==> src/rtl/periph_reg_target.sv <==
// periph_reg_target: req/gnt/r_valid peripheral target with byte-enable scratch regs, cycle counter and access counter
module periph_reg_target #(
   parameter int ADDR_WIDTH   = 32,
   parameter int DATA_WIDTH   = 32,
   parameter int BE_WIDTH     = DATA_WIDTH / 8,
   parameter int OFFSET_WIDTH = 10,
   parameter int NUM_REGS     = 4,
   parameter int WAIT_CYCLES  = 0
) (
   input  logic                  clk,
   input  logic                  rst_ni,
   input  logic                  data_req_i,
   input  logic [ADDR_WIDTH-1:0] data_add_i,
   input  logic                  data_wen_i,
   input  logic [DATA_WIDTH-1:0] data_wdata_i,
   input  logic [BE_WIDTH-1:0]   data_be_i,
   output logic                  data_gnt_o,
   output logic                  data_r_valid_o,
   output logic [DATA_WIDTH-1:0] data_r_rdata_o,
   output logic                  data_r_opc_o
);
   localparam int WW = WAIT_CYCLES > 0 ? $clog2(WAIT_CYCLES + 1) : 1;
   localparam int IW = OFFSET_WIDTH - 2;
   logic [WW-1:0]         wait_cnt;
   logic [DATA_WIDTH-1:0] regs [NUM_REGS];
   logic [DATA_WIDTH-1:0] cycle_cnt, acc_cnt, rd_reg, rdata_d;
   logic [IW-1:0]         idx;
   logic                  is_reg, is_cyc, is_acc, err, wr, unused_add;
   assign idx        = data_add_i[OFFSET_WIDTH-1:2];
   assign unused_add = ^{data_add_i[ADDR_WIDTH-1:OFFSET_WIDTH], data_add_i[1:0]};
   assign data_gnt_o = data_req_i & (wait_cnt == WW'(WAIT_CYCLES));
   assign wr         = data_gnt_o & ~data_wen_i;
   assign is_reg     = idx < IW'(NUM_REGS);
   assign is_cyc     = idx == IW'(NUM_REGS);
   assign is_acc     = idx == IW'(NUM_REGS + 1);
   assign err        = is_cyc ? ~data_wen_i : ~(is_reg | is_acc);
   assign rdata_d    = (err | ~data_wen_i) ? '0 : is_reg ? rd_reg : is_cyc ? cycle_cnt : acc_cnt;
   always_comb begin
      rd_reg = '0;
      for (int r = 0; r < NUM_REGS; r++)
         if (idx == IW'(r)) rd_reg = regs[r];
   end
   always_ff @(posedge clk or negedge rst_ni) begin
      if (!rst_ni) begin
         wait_cnt       <= '0;
         cycle_cnt      <= '0;
         acc_cnt        <= '0;
         data_r_valid_o <= 1'b0;
         data_r_rdata_o <= '0;
         data_r_opc_o   <= 1'b0;
         for (int r = 0; r < NUM_REGS; r++) regs[r] <= '0;
      end else begin
         wait_cnt       <= (data_gnt_o | ~data_req_i) ? '0 : wait_cnt + 1'b1;
         cycle_cnt      <= cycle_cnt + 1'b1;
         if (data_gnt_o) acc_cnt <= (is_acc & ~data_wen_i) ? '0 : acc_cnt + 1'b1;
         data_r_valid_o <= data_gnt_o;
         data_r_rdata_o <= data_gnt_o ? rdata_d : '0;
         data_r_opc_o   <= data_gnt_o & err;
         for (int r = 0; r < NUM_REGS; r++)
            for (int b = 0; b < BE_WIDTH; b++)
               if (wr & (idx == IW'(r)) & data_be_i[b]) regs[r][8*b +: 8] <= data_wdata_i[8*b +: 8];
      end
   end
endmodule

==> config.mk <==
export PLATFORM = sky130hd
export DESIGN_NAME = periph_reg_target
export DESIGN_NICKNAME = d
export VERILOG_FILES = /design/src/rtl/periph_reg_target.sv
export SDC_FILE = /design/constraint.sdc
export NUM_CORES = 1
export LEC_CHECK = 0
export BUFFER_PORTS_ARGS = -buffer_cell sky130_fd_sc_hd__buf_2
export CORE_MARGIN = 10
export CORE_UTILIZATION = 40
export DETAILED_ROUTE_END_ITERATION = 8
export REMOVE_ABC_BUFFERS = 1
export SYNTH_ARGS = -nofsm -noshare
export SYNTH_HDL_FRONTEND = slang
export SYNTH_SLANG_ARGS = --single-unit
==> constraint.sdc <==
create_clock -name clk -period 2.85 [get_ports clk]
set_input_delay 0.1425 -clock clk [delete_from_list [all_inputs] [get_ports clk]]
set_output_delay 0.1425 -clock clk [all_outputs]
set_load 0.03 [all_outputs]
==> results.json <==
{
  "status": "complete, no violations",
  "synth-main-ff-cell": "dfrtp_1",
  "multiInputGateArea_sq_um": 4560,
  "slew_violations": 0,
  "register_area_sq_um": 5680,
  "num_rows": 58,
  "critPathRequiredTime_ns": 3.25,
  "cts_buffers": 25,
  "cts_tree": "yes",
  "internal_power_mw": 5.37,
  "synth.area.top_cells": "dfrtp_1 55%, mux2_2 13%, mux4_2 6.9%",
  "synth_top_area_frac": 0.547,
  "numPortBuffers": 82,
  "crit_chain": "nand4_1 -> or4_1 -> nor3_1 -> nand3_1 -> xnor2_1",
  "worst_hold_slack_ns": 0.0198,
  "synth_area_sq_um": 10400,
  "max_freq_mhz": 448,
  "critPathSlowestCell": "or4_1",
  "wl_per_cell_microns": 18.6,
  "dieArea_sq_um": 32800,
  "nFillCells": 2270,
  "synth_cell_types": 42,
  "yosysTopAreaCell": "dfrtp_1",
  "wirelength_mm": 23.2,
  "fin_cells": 1245,
  "postRouteAntennaNets": 0,
  "finalSetupViolCount": 0,
  "power_frac_seq": 0.480,
  "power_mw": 6.90,
  "crit_fanout": 5,
  "tns_ns": 0,
  "finClkSkew_ns": 0.00992,
  "cp_slowest_stage_delay_ns": 0.62,
  "synth_enable_flop_cells": 0,
  "grt_max_degree": 90,
  "vias": 6547,
  "gp_congestion": 0.799,
  "clkPwrFrac": 0.468,
  "drtPass1Iterations": 4,
  "clkTransAtPathRegs_ns": 0.06,
  "grt_overflow": 0,
  "end_kind": "flip-flop",
  "core_area_sq_um": 25300,
  "yosysWarnings": 0,
  "drv_cap": 0,
  "dpl_worst_slack_ns": 0.520,
  "htreeDepth": 1,
  "ir_drop_v": 0.000371,
  "cts_max_path_buffers": 3,
  "hpwlAfterDp_mm": 15.5,
  "viasPerCell": 5.26,
  "min_period_ns": 2.23,
  "pwr-share-comb": 0.052,
  "synthArstFlopShare": 1.00,
  "p_per_area_nw_per_um2": 555,
  "top_level_ports": 107,
  "grt_util_all_layers": 0.139,
  "p_sw_frac": 0.221,
  "syn_avg_cell_area_sq_um": 13.6,
  "start_util": 0.410,
  "leakage_nw": 6.21,
  "first_iter_violations": 340,
  "synth_cells": 763,
  "setup_ws_ns": 0.618,
  "cts-root-buf": "clkbuf_16",
  "arrival_ns": 2.63,
  "critPathLaunchType": "flip-flop",
  "nNetsFinal": 972,
  "area_growth_pct": 19.8,
  "fp.dieH_microns": 181,
  "yosysSeqAreaShare": 0.547,
  "layout-drive-gt1-share": 0.358,
  "rsz0062_at_grt": "false",
  "grt_pass1_vias": 6874,
  "crit_type": "reg -> reg",
  "die_x_microns": 181,
  "tightest_slew_ns": 0.800,
  "switchingPower_mw": 1.53,
  "hold_violations": 0,
  "cts_sinks": 227,
  "ys_ff_latch": 227,
  "place_inst": 1166,
  "route.detailed.drc": 0,
  "timing.hold.worst.class": "in -> reg",
  "cts_setup_buffers": 0,
  "relSlewSlack": 0.462,
  "grt_first_pass_wirelength_mm": 37.7,
  "antenna_found_initial": 2,
  "post-route-period-util": 0.783,
  "clock_latency_ns": 0.51
}
synthesized netlist by cell type (2+ instances only):
master,instances
mux2i_1,32
clkbuf_1,17
nand4_4,10
or3_1,5
a211oi_1,32
and2_1,5
a21oi_1,8
nand2b_1,2
o31ai_1,2
o21ai_0,5
nand2_1,30
nor3_1,7
nand4_2,6
nor2b_1,2
inv_1,4
nor4_2,3
xnor2_1,26
mux4_2,32
and3_1,6
dfrtp_1,227
mux2_2,124
buf_2,10
ha_1,2
or4_1,2
nor2_1,72
xor2_1,29
nand4_1,19
nand3_1,26
and4_1,2
mux2_1,4
logic make-up after synthesis:
| group | count (synthesis) | share of synthesized area |
|---|---|---|
| AO/OA/AOI/OAI | 47 | 0.0309 |
| XOR/XNOR | 55 | 0.0464 |
| adder cells (fa/ha/maj) | 2 | 0.00241 |
| buffers and inverters | 34 | 0.0146 |
| flip-flops | 227 | 0.547 |
| multiplexers | 192 | 0.239 |
| other | 1 | 0.000361 |
| AND/OR/NAND/NOR | 205 | 0.119 |
power groups by stage:
stage          combinational, mW  clock [mW]  sequential [mW]
4_1_cts                    0.370        3.31             3.31
5_1_grt                    0.403        3.44             3.31
3_3_place_gp               0.327           0             3.37
2_1_floorplan              0.124           0             3.36
3_5_place_dp               0.331           0             3.37
6_report                   0.359        3.23             3.31
registers in the layout, indices dropped and copies added, names as in the netlist:
signal and count:
acc_cnt 32, data_r_rdata_o 32, wait_cnt 1, regs 128, data_r_valid_o 1, data_r_opc_o 1, cycle_cnt 32
critical path, delay by kind of cell, from the launching register on:
kind / cells / cell delay [ns]
and+or+nand+nor: 4 / 1.51
DFF: 1 / 0.44
xor gates and xnor gates: 1 / 0.17
final timing paths:
path                                   startpoint                          end  slack [ns]  cells after the start
max                        cycle_cnt[7]$_DFF_PN0_      cycle_cnt[31]$_DFF_PN0_        0.62                      5
min                                 data_add_i[5]       data_r_opc_o$_DFF_PN0_        0.02                      3
max reg2reg                cycle_cnt[7]$_DFF_PN0_      cycle_cnt[31]$_DFF_PN0_        0.62                      5
min reg2reg                  regs[85]$_DFFE_PN0P_         regs[85]$_DFFE_PN0P_        0.49                      1
max in group asynchronous                  rst_ni  data_r_rdata_o[4]$_DFF_PN0_        1.78                      3
min in group asynchronous                  rst_ni         regs[72]$_DFFE_PN0P_        0.22                      2
metal layers:
metal / track usage / up-vias / share of wire
met5: 0 / - / 0.00056
met3: 0.0224 / 33 / 0.034
met2: 0.226 / 91 / 0.48
met1: 0.188 / 3352 / 0.47
met4: 0.0371 / 2 / 0.019
li1: - / 3069 / -
through the flow:
step                area, sq um  utilization
finish                    12400        0.491
global route              12400        0.491
CTS                       12400        0.491
detailed placement        11300        0.444
global placement          11300        0.444
floorplan                 10200            -
final cells by class:
class	instances	area share
well taps	330	0.0332
clock buffers	34	0.0587
multi-input cells	502	0.366
repair buffers	138	0.0757
clock inverters	9	0.00795
inverters	4	0.00121
flip-flops and latches	227	0.457
diodes	1	0.000201
placed cells by master (no fill, tap or decap), drive strengths merged:
cell type	Yosys	final
clkbuf	17	34
nand3b	1	1
nand2b	2	2
nand2	30	30
nor4	4	4
buf	13	103
dlygate4sd3	0	35
nand4	35	35
nand3	26	26
clkinv	0	7
o21ai	5	5
mux2	128	128
dfrtp	227	227
mux2i	32	32
mux4	32	32
nor2b	2	2
xor2	29	29
nor2	73	73
bufinv	0	2
inv	4	4
ha	2	2
and2	6	6
o31ai	2	2
and4	2	2
nor3	8	8
nand4b	1	1
a211oi	32	32
and3	6	6
diode	0	1
or2	1	1
or4	3	3
xnor2	26	26
a21oi	8	8
or3	5	5
conb	1	1
repair_timing:
item                                   in CTS  in global routing
gates resized for setup                     0                  0
endpoints found under the hold margin     214                  0
hold buffers                               35                  0
Note: power is estimated with default switching activity, not from simulation.
